### config.mk
export PLATFORM = sky130hd
export DESIGN_NAME = bram_stream_reader_flat
export DESIGN_NICKNAME = d
export VERILOG_FILES = /design/src/rtl/bram_stream_pkg.sv /design/src/rtl/bram_stream_reader_if.sv /design/src/rtl/stream_fifo.sv /design/src/rtl/bram_stream_reader.sv /design/src/flat_wrapper.sv
export SDC_FILE = /design/constraint.sdc
export NUM_CORES = 1
export LEC_CHECK = 0
export BUFFER_PORTS_ARGS = -buffer_cell sky130_fd_sc_hd__buf_2
export CORE_MARGIN = 10
export CORE_UTILIZATION = 40
export DETAILED_ROUTE_END_ITERATION = 8
export GPL_ROUTABILITY_DRIVEN = 0
export PLACE_DENSITY_LB_ADDON = 0.12
export SYNTH_ARGS = -nofsm -noshare
export SYNTH_HDL_FRONTEND = slang
export SYNTH_SLANG_ARGS = --single-unit
### constraint.sdc
create_clock -name clk -period 2.7 [get_ports clk]
set_input_delay 0.135 -clock clk [delete_from_list [all_inputs] [get_ports clk]]
set_output_delay 0.135 -clock clk [all_outputs]
set_load 0.02 [all_outputs]
### src/rtl/bram_stream_pkg.sv
// Shared types and constants for the BRAM stream reader.
package bram_stream_pkg;

    typedef enum logic [1:0] {
        IDLE,
        READ,
        DRAIN
    } rd_state_t;

    localparam int unsigned FIFO_DEPTH = 4;

endpackage

### src/rtl/bram_stream_reader_if.sv
// Valid/ready stream carrying memory words plus an end-of-transfer marker.
interface bram_stream_reader_if #(
    parameter int unsigned BIT_LENGTH = 64
) ();

    logic [BIT_LENGTH-1:0] m_data;
    logic                  m_valid;
    logic                  m_last;
    logic                  m_ready;

    modport master (
        output m_data,
        output m_valid,
        output m_last,
        input  m_ready
    );

    modport slave (
        input  m_data,
        input  m_valid,
        input  m_last,
        output m_ready
    );

endinterface

### src/rtl/stream_fifo.sv
// Small synchronous FIFO; head entry is presented on dout_o while not empty.
module stream_fifo #(
    parameter int unsigned WIDTH = 8,
    parameter int unsigned DEPTH = 4,
    localparam int unsigned PTR_W = (DEPTH > 1) ? $clog2(DEPTH) : 1,
    localparam int unsigned OCC_W = $clog2(DEPTH + 1)
) (
    input  logic             clk,
    input  logic             rst,
    input  logic             push_i,
    input  logic [WIDTH-1:0] din_i,
    input  logic             pop_i,
    output logic [WIDTH-1:0] dout_o,
    output logic [OCC_W-1:0] occ_o,
    output logic             empty_o
);

    logic [WIDTH-1:0] mem_q [DEPTH];
    logic [PTR_W-1:0] wr_q;
    logic [PTR_W-1:0] rd_q;
    logic [OCC_W-1:0] occ_q;

    function automatic logic [PTR_W-1:0] ptr_inc(input logic [PTR_W-1:0] p);
        return (p == PTR_W'(DEPTH - 1)) ? '0 : p + PTR_W'(1);
    endfunction

    always_ff @(posedge clk) begin
        if (rst) begin
            mem_q <= '{default: '0};
            wr_q  <= '0;
            rd_q  <= '0;
            occ_q <= '0;
        end else begin
            if (push_i) begin
                mem_q[wr_q] <= din_i;
                wr_q        <= ptr_inc(wr_q);
            end
            if (pop_i) begin
                rd_q <= ptr_inc(rd_q);
            end
            occ_q <= occ_q + OCC_W'(push_i) - OCC_W'(pop_i);
        end
    end

    assign dout_o  = mem_q[rd_q];
    assign occ_o   = occ_q;
    assign empty_o = (occ_q == '0);

endmodule

### src/rtl/bram_stream_reader.sv
// Reads len words from a registered-output memory port and streams them out,
// prefetching into a small FIFO so a word per cycle is sustained.
module bram_stream_reader
    import bram_stream_pkg::*;
#(
    parameter int unsigned BIT_LENGTH = 64,
    parameter int unsigned DEPTH      = 16,
    localparam int unsigned AW        = $clog2(DEPTH),
    localparam int unsigned LEN_W     = AW + 1
) (
    input  logic                  clk,
    input  logic                  rst,
    input  logic                  start_i,
    input  logic [AW-1:0]         base_addr_i,
    input  logic [LEN_W-1:0]      len_i,
    output logic                  busy_o,
    output logic                  done_o,
    output logic [AW-1:0]         addrb_o,
    output logic                  enb_o,
    input  logic [BIT_LENGTH-1:0] doutb_i,
    bram_stream_reader_if.master  m_if
);

    localparam int unsigned FW    = BIT_LENGTH + 1;
    localparam int unsigned OCC_W = $clog2(FIFO_DEPTH + 1);
    localparam int unsigned CW    = OCC_W + 1;

    rd_state_t        state_q, state_d;
    logic [AW-1:0]    base_q, base_d;
    logic [LEN_W-1:0] len_q, len_d;
    logic [LEN_W-1:0] issued_q, issued_d;
    logic [AW-1:0]    addr_q, addr_d;
    logic             enb_q, enb_d;
    logic             enb_last_q, enb_last_d;
    logic             rd_vld_q, rd_last_q;
    logic             busy_q, busy_d;
    logic             done_q, done_d;

    logic [FW-1:0]    fifo_dout;
    logic [OCC_W-1:0] fifo_occ;
    logic             fifo_empty;
    logic             pop_c;
    logic [CW-1:0]    load_c;

    assign pop_c = ~fifo_empty & m_if.m_ready;
    // Words that will occupy the FIFO next cycle: stored + landing now + read issued now.
    assign load_c = CW'(fifo_occ) + CW'(rd_vld_q) + CW'(enb_q) - CW'(pop_c);

    always_ff @(posedge clk) begin
        if (rst) begin
            state_q    <= IDLE;
            base_q     <= '0;
            len_q      <= '0;
            issued_q   <= '0;
            addr_q     <= '0;
            enb_q      <= 1'b0;
            enb_last_q <= 1'b0;
            rd_vld_q   <= 1'b0;
            rd_last_q  <= 1'b0;
            busy_q     <= 1'b0;
            done_q     <= 1'b0;
        end else begin
            state_q    <= state_d;
            base_q     <= base_d;
            len_q      <= len_d;
            issued_q   <= issued_d;
            addr_q     <= addr_d;
            enb_q      <= enb_d;
            enb_last_q <= enb_last_d;
            rd_vld_q   <= enb_q;
            rd_last_q  <= enb_last_q;
            busy_q     <= busy_d;
            done_q     <= done_d;
        end
    end

    always_comb begin
        state_d    = state_q;
        base_d     = base_q;
        len_d      = len_q;
        issued_d   = issued_q + LEN_W'(enb_q);
        addr_d     = addr_q;
        enb_d      = 1'b0;
        enb_last_d = 1'b0;
        done_d     = 1'b0;
        case (state_q)
            IDLE: begin
                issued_d = '0;
                if (start_i) begin
                    if (len_i != '0) begin
                        state_d = READ;
                        base_d  = base_addr_i;
                        len_d   = len_i;
                    end else begin
                        done_d = 1'b1;
                    end
                end
            end
            READ: begin
                if (issued_d == len_q) begin
                    state_d = DRAIN;
                end
            end
            DRAIN: begin
                if (pop_c && m_if.m_last) begin
                    state_d = IDLE;
                    done_d  = 1'b1;
                end
            end
            default: state_d = IDLE;
        endcase
        // Issue decision for next cycle so enb/addrb leave flops.
        if (state_d == READ && issued_d < len_d && load_c < CW'(FIFO_DEPTH)) begin
            enb_d      = 1'b1;
            addr_d     = base_d + AW'(issued_d);
            enb_last_d = (issued_d == len_d - LEN_W'(1));
        end
        busy_d = (state_d != IDLE);
    end

    stream_fifo #(
        .WIDTH (FW),
        .DEPTH (FIFO_DEPTH)
    ) u_fifo (
        .clk     (clk),
        .rst     (rst),
        .push_i  (rd_vld_q),
        .din_i   ({rd_last_q, doutb_i}),
        .pop_i   (pop_c),
        .dout_o  (fifo_dout),
        .occ_o   (fifo_occ),
        .empty_o (fifo_empty)
    );

    assign busy_o      = busy_q;
    assign done_o      = done_q;
    assign addrb_o     = addr_q;
    assign enb_o       = enb_q;
    assign m_if.m_valid = ~fifo_empty;
    assign m_if.m_data  = fifo_dout[BIT_LENGTH-1:0];
    assign m_if.m_last  = fifo_dout[BIT_LENGTH] & ~fifo_empty;

endmodule

### src/flat_wrapper.sv
// flat-port wrapper written by rule: the top's interface ports become plain ports
module bram_stream_reader_flat import bram_stream_pkg::*;
#(
    parameter int unsigned BIT_LENGTH = 64,
    parameter int unsigned DEPTH      = 16,
    localparam int unsigned AW        = $clog2(DEPTH),
    localparam int unsigned LEN_W     = AW + 1
)
  (clk, rst, start_i, base_addr_i, len_i, busy_o, done_o, addrb_o, enb_o, doutb_i, m_if_m_data, m_if_m_valid, m_if_m_last, m_if_m_ready);
  bram_stream_reader_if #(.BIT_LENGTH(BIT_LENGTH)) m_if_i ();
  input  logic clk;
  input  logic rst;
  input  logic start_i;
  input  logic [AW-1:0] base_addr_i;
  input  logic [LEN_W-1:0] len_i;
  output logic busy_o;
  output logic done_o;
  output logic [AW-1:0] addrb_o;
  output logic enb_o;
  input  logic [BIT_LENGTH-1:0] doutb_i;
  output wire logic [$bits(m_if_i.m_data)-1:0] m_if_m_data;
  output wire logic [$bits(m_if_i.m_valid)-1:0] m_if_m_valid;
  output wire logic [$bits(m_if_i.m_last)-1:0] m_if_m_last;
  input wire logic [$bits(m_if_i.m_ready)-1:0] m_if_m_ready;
  assign m_if_m_data = m_if_i.m_data;
  assign m_if_m_valid = m_if_i.m_valid;
  assign m_if_m_last = m_if_i.m_last;
  assign m_if_i.m_ready = m_if_m_ready;
  bram_stream_reader #(.BIT_LENGTH(BIT_LENGTH), .DEPTH(DEPTH)) u_core (.clk(clk), .rst(rst), .start_i(start_i), .base_addr_i(base_addr_i), .len_i(len_i), .busy_o(busy_o), .done_o(done_o), .addrb_o(addrb_o), .enb_o(enb_o), .doutb_i(doutb_i), .m_if(m_if_i));
endmodule
==> results by group, run 1 <==
Detailed routing
  • WL/cell: 17.3 um
  • DR pass1 iterations: 5
  • Drt initial violations: 697
  • Final antenna-violating net count: 0
  • DR vias: 10,400
  • Post-Route WL: 35,200 um
  • DRC: 0
  • Vias per std cell: 5.08

Die
  • Core Area: 30,400 sq um
  • Die area: between 30,000 and 40,000 sq um
  • Row Count: between 60 and 70
  • Die extent in y: slightly below 200 um
  • Initial Util: 40.3%
  • Die Wd: ~200 um
  • Io pins: 150

Yosys
  • Synth Flop Type: dfxtp_1
  • Most instantiated cells after synthesis: nand2_1 (531), dfxtp_1 (293), a21oi_1 (271)
  • Synthesized Nets: 1,514
  • Most common cell in the netlist: nand2_1
  • Number of flops mapped to enable cells by yosys: 0
  • Syn Inst Count: 1,414
  • Syn_area_per_cell: 8.68 sq um
  • Yosys top cell area share: 47.8%
  • Sequential area share after synthesis: 47.8%
  • Synth cell types: 45
  • Synthesized flop and latch total: 293
  • Synth warnings: 0
  • Area contributors post-synth: dfxtp_1 (48%), nand2_1 (16%), mux4_2 (12%)
  • Post-Syn Area: 12,300 sq um
  • Post-synth top area cell: dfxtp_1
  • Fraction of registers with async set/reset: 0%

Global route
  • Initial antenna violation count: 1
  • Largest net degree at the start of global routing: 86
  • Gr usage total: 17.7%
  • Vias in the first global route: about 10,000
  • Global-route wire length before repair: 56,000 um
  • Overflow after GRT: 0

Critical path
  • CP peak stage delay: 390 ps
  • Slowest cell on crit path: or3_4
  • Crit Path Class: reg -> reg
  • CP cell instances: or3_4, nand2_4, inv_4, ha_4, inv_2, ha_4, a21o_1, a21oi_2, mux2i_1, o21ai_2, or3b_4, a21oi_2
  • Reg-to-reg slack, setup: 70 ps
  • Max FO, Critical Path: 6
  • CP Capture Type: flip-flop
  • CP delay by family, top: simple AND/OR/NAND/NOR gates
  • Critical Path RT: 3130 ps
  • R2r endpoint: u_core.addrb_o[0]
  • Worst r2r src: u_core.u_fifo.occ_o[0]
  • Reg2Reg Depth: 12
  • Critical path data arrival time: about 3100 ps
  • CP Launch Type: flip-flop
  • Buf/Inv on CP: 2

Flow run
  • MaxCap Viol Count: 0

Timing
  • Final Worst Setup Slack: 66.4 ps
  • RSZ-0062 raised after global routing: true
  • Final Cycle Share: 97.5%
  • Clk_skew: 10.5 ps
  • Final Hold Fails: 0
  • Fin. max-slew vios: 0
  • Worst slew margin: 39.1%
  • Final min period: 2630 ps
  • Achievable Freq: 380 MHz
  • Least-Margin Pin Slew: ~910 ps
  • Setup violators final: 0

Placement
  • DP Wirelength: 21,100 um
  • Placed insts: 1,909
  • DP Worst Slack: -113 ps
  • I/O Buffers: 149

Hold path
  • HP Class: in -> reg
  • Hold_sp: base_addr_i[0]
  • Hold Crit Depth: 3
  • WHS Endpoint: u_core.base_q[0]

Clock network
  • Root Buffer: clkbuf_16
  • CTS tree: yes
  • Worst-Skew Late Latency: 500 ps
  • H-Tree Depth: 2
  • Largest buffer count on any clock path: 3
  • Clock tree sinks: 293
  • Clock-pin transition on the worst setup and hold timing paths: 60 ps
  • Num CTS Buffers: 34

Layout
  • Finished Layout Cells: 2,037
  • Area grow syn2layout: 26.9%
  • Area of the multi-input gates: 6060 sq um
  • Nets: 1,715
  • Fillers: 2,924
  • Layout cells sized above 1: 22.1%
  • Core Util, Final: roughly half
  • Register area: 5870 sq um

Power
  • Pwr Density: between 700 and 800 nW/um^2
  • Total power draw: ~11,000 uW
  • VDD IR max: 0.436 mV
  • LEAKAGE: 0.00570 uW

Run status
  • Outcome: completed
## kinds of logic (layout without fill, tap and decap cells)
logic type / Yosys count / in the layout / synth area share (%)
DFF: 293 / 293 / 47.8
adders and majority gates: 23 / 23 / 2.47
muxes: 72 / 72 / 12.6
and+or+nand+nor: 592 / 592 / 19.1
xor gates and xnor gates: 16 / 16 / 1.38
buffers and inverters: 119 / 345 / 3.86
AOI/OAI and AO/OA: 299 / 299 / 12.8
other: 0 / 1 / 0
## repair_timing
action                                  in CTS  in global routing
hold buffers                                66                  0
endpoints found under the setup margin       2                  6
resized for setup                            3                 20
pin swaps                                    4                 11
setup buffers                                1                  0
hold endpoints to repair                   258                  0
## tightest hold or removal path, stage by stage
cell	delay (ps)
buf_2	80
mux2_2	150
nor2b_1	120
## layout make-up
cell class	count	area share [%]
diodes	1	0.0161
clock buffers	54	6.80
clock inverters	7	0.546
inverters	13	0.329
multi-input cells	1002	38.9
flip-flops and latches	293	37.7
well taps	396	3.18
repair buffers	271	12.6
## worst max path at each step
stage,from,to,slack (ps),cells past startpoint
global route,u_core.u_fifo.occ_o[0],u_core.addrb_o[1],-40,12
CTS,u_core.u_fifo.occ_o[1],u_core.addrb_o[3],-30,14
global placement,len_i[1],u_core.addrb_o[1],-100,12
detailed placement,len_i[1],u_core.addrb_o[1],-110,12
floorplan,u_core.u_fifo.occ_o[2],u_core.addrb_o[1],9,12
finish,u_core.u_fifo.occ_o[0],u_core.addrb_o[0],70,12
## per-stage QoR
stage | cell area [sq um] | hold slack [ps] | TNS, ps
after floorplan | 12300 | 271 | 0
after global placement | 13700 | 411 | -296
after detailed placement | 13700 | 414 | -371
after CTS | 15500 | 12.5 | -128
after global routing | 15600 | 45.0 | -159
final | 15600 | 20.4 | 0
## state kept, by name, summed over array words and instances, names as in the netlist
name                 cells
u_core.enb_o             1
u_core.base_q            4
u_core.rd_vld_q          1
u_core.len_q             5
u_core.issued_q          5
u_core.enb_last_q        1
u_core.u_fifo.rd_q       2
u_core.u_fifo.occ_o      3
u_core.addrb_o           4
u_core.busy_o            1
u_core.rd_last_q         1
u_core.state_q           2
u_core.done_o            1
u_core.u_fifo.mem_q    260
u_core.u_fifo.wr_q       2
## placed cells by master, fill, tap and decap left out, types with 3 or more instances in the layout
master / netlist / layout
a21o_1: 3 / 3
ha_1: 21 / 18
buf_12: 0 / 10
xor2_1: 7 / 6
clkinv_2: 0 / 5
clkbuf_1: 86 / 10
buf_2: 4 / 148
clkbuf_16: 0 / 37
dfxtp_1: 293 / 290
buf_4: 0 / 46
xnor2_1: 7 / 7
mux2_2: 3 / 3
mux4_2: 65 / 65
nor2_1: 20 / 19
clkbuf_8: 0 / 8
or3_1: 5 / 4
o21ai_0: 8 / 4
inv_1: 13 / 11
nor3_1: 10 / 9
a21oi_2: 0 / 3
and2_2: 0 / 4
a22oi_1: 5 / 5
nand2_2: 0 / 4
o21ai_2: 0 / 4
a21oi_1: 271 / 268
nand2_1: 531 / 526
dlygate4sd3_1: 0 / 66
nor2b_1: 7 / 7
mux2i_1: 3 / 3
## power breakdown
part	internal [uW]	switching, uW	total [uW]
clock network	2880	1770	4660
logic	837	1020	1860
registers	4460	108	4560
total	8170	2900	11100
## layer usage
layer	part of all wire [%]	global-route usage (%)
met4	1.3	3.87
met2	49	30.1
met3	4.4	3.05
met1	45	23.0
met5	0	0
(Power assumes the default switching activity.)
==> run 2, diff against run 1 <==
MAX_ROUTING_LAYER = met4   (was default)
PLACE_DENSITY = 0.69   (was default)
PLACE_DENSITY_LB_ADDON = default   (was 0.12)
==> results by group, run 2 (same netlist as run 1, synthesis figures left out) <==
Clock network
  • Clock-pin transition on the worst setup and hold timing paths: 60 ps (about the same)
  • Largest buffer count on any clock path: 3 (unchanged)
  • H-Tree Depth: 2 (unchanged)
  • Worst-Skew Late Latency: 510 ps (about the same)
  • Root Buffer: clkbuf_16
  • Clock tree sinks: 293 (unchanged)
  • CTS tree: yes
  • Num CTS Buffers: 34 (unchanged)

Timing
  • Fin. max-slew vios: 0 (unchanged)
  • RSZ-0062 raised after global routing: true
  • Setup_tns: 0 ps (unchanged)
  • Final Worst Setup Slack: 72.6 ps (+6.20 ps)
  • Worst slew margin: 43.5% (+4.4 points)
  • Setup violators final: 0 (unchanged)
  • Achievable Freq: 381 MHz (+0.24%)
  • Final Hold Fails: 0 (unchanged)
  • Least-Margin Pin Slew: 847 ps (-66.4 ps)
  • Clk_skew: 13.6 ps (+3.08 ps)
  • Final min period: 2630 ps (-6.20 ps)
  • Final Cycle Share: 97.3% (-0.23 points)

Hold path
  • HP Class: in -> reg
  • Hold_sp: base_addr_i[0]

Die
  • Io pins: 150 (unchanged)
  • Die area: 38,100 sq um (unchanged)
  • Initial Util: 40.3% (unchanged)
  • Core Area: 30,400 sq um (unchanged)
  • Die Wd: 195 um (unchanged)
  • Row Count: 64 (unchanged)
  • Die extent in y: 195 um (unchanged)

Detailed routing
  • Post-Route WL: 34,900 um (-0.66%)
  • WL/cell: 17.3 um (about the same)
  • DR pass1 iterations: 5 (unchanged)
  • Final antenna-violating net count: 0 (unchanged)
  • DRC: 0 (unchanged)
  • Vias per std cell: 5.17 (+1.7%)
  • DR vias: 10,500 (+1.0%)
  • Drt initial violations: 589 (-15%)

Critical path
  • Crit Path Class: reg -> reg
  • Critical Path Start: u_core.u_fifo.occ_o[0]
  • Critical Path RT: 3120 ps (about the same)
  • Worst r2r src: u_core.u_fifo.occ_o[0]
  • CP Launch Type: flip-flop
  • Critical path data arrival time: 3050 ps (about the same)
  • CP Capture Type: flip-flop
  • Max FO, Critical Path: 6 (unchanged)

Power
  • LEAKAGE: 0.00560 uW (-1.9%)
  • Pwr Density: 690 nW/um^2 (-2.8%)
  • VDD IR max: 0.545 mV (+25%)

Layout
  • Commonest non-fill, non-tap cell in the layout: nand2_1
  • Layout cells sized above 1: 21.5% (-0.68 points)
  • Diode count: 0 (-1)
  • Core Util, Final: 50.6% (-0.66 points)
  • Biggest register: u_core.u_fifo.mem_q
  • Fillers: 2,835 (-3.0%)
  • Nets: 1,711 (-0.23%)
  • Max reg flops: 260 (unchanged)
  • Top flop regs: u_core.u_fifo.mem_q: 260 flops, u_core.issued_q: 5 flops, u_core.len_q: 5 flops
  • Most frequent cells in the layout: nand2_1 (526), dfxtp_1 (290), a21oi_1 (266)
  • Finished Cell Area: 15,400 sq um (-1.3%)
  • Area grow syn2layout: 25.3%

Flow run
  • MaxCap Viol Count: 0 (unchanged)

Global route
  • Vias in the first global route: 10,600 (+3.4%)
  • Overflow after GRT: 0 (unchanged)
  • Gr usage total: 18.3% (+0.54 points)
  • Met1 Use GR: 22.5% (-0.57 points)
  • Met3 usage: 3.20% (+0.15 points)
  • GR Layer Usage met2: 30.8% (+0.70 points)
  • Grt peak-use layer: met2
  • Largest net degree at the start of global routing: 88 (+2.3%)
  • Global-route wire length before repair: 56,500 um (+0.99%)
  • Initial antenna violation count: 0 (-1)

Run status
  • Outcome: completed

Placement
  • Area after DPL: 13,600 sq um (-0.71%)
  • DP Wirelength: 20,800 um (-1.5%)
  • I/O Buffers: 149 (unchanged)
  • DP Worst Slack: -120 ps (-7.10 ps)
## run 2: critical path, stage by stage (launching register included)
cell and delay (ps):
dfxtp_2 320, or3_4 390, nand2_4 100, inv_4 40, ha_4 260, inv_4 30
ha_4 190, a21o_1 180, a21oi_2 140, mux2i_1 240, o21ai_2 130, or3b_4 410
a21oi_2 110
## run 2: path summary, 6_finish.rpt
kind                                                 to  slack [ps]  cells after the start
worst max-delay path                  u_core.addrb_o[1]          70                     12
worst min-delay path                   u_core.base_q[0]          20                      3
worst min register to register  u_core.u_fifo.mem_q[37]         450                      2
worst max register to register        u_core.addrb_o[1]          70                     12
## run 2: power by group
part	switching [uW]	internal, uW
clock network	1720	2520
registers	89.9	4460
logic	1020	818
total	2830	7790
## run 2: repair_timing
| action | CTS | global route |
|---|---|---|
| endpoints found under the hold margin | 260 | 0 |
| hold buffers | 68 | 0 |
| setup buffers | 0 | 2 |
| resized for setup | 6 | 16 |
| pin swaps | 3 | 13 |
| setup endpoints to repair | 3 | 5 |
## run 2: metrics by stage
step	total power (uW)	hold slack (ps)	cells
floorplan	5710	271	1414
finish	10600	17.4	2023
global placement	6300	410	1901
CTS	10700	4.51	2021
detailed placement	6330	416	1901
global route	11100	31.0	2023
## run 2: final cells by class
| class | instances | area, sq um | share of cell area (%) |
|---|---|---|---|
| flip-flops and latches | 293 | 5870 | 38.2 |
| clock buffers | 49 | 988 | 6.42 |
| inverters | 13 | 53.8 | 0.350 |
| repair buffers | 267 | 1900 | 12.3 |
| clock inverters | 3 | 18.8 | 0.122 |
| well taps | 396 | 495 | 3.22 |
| multi-input cells | 1002 | 6060 | 39.4 |
## run 2: layer usage
layer,vias to the layer above,routed length [um]
li1,5133,-
met1,5011,15300
met2,273,17400
met3,39,1770
met4,0,453
met5,-,0
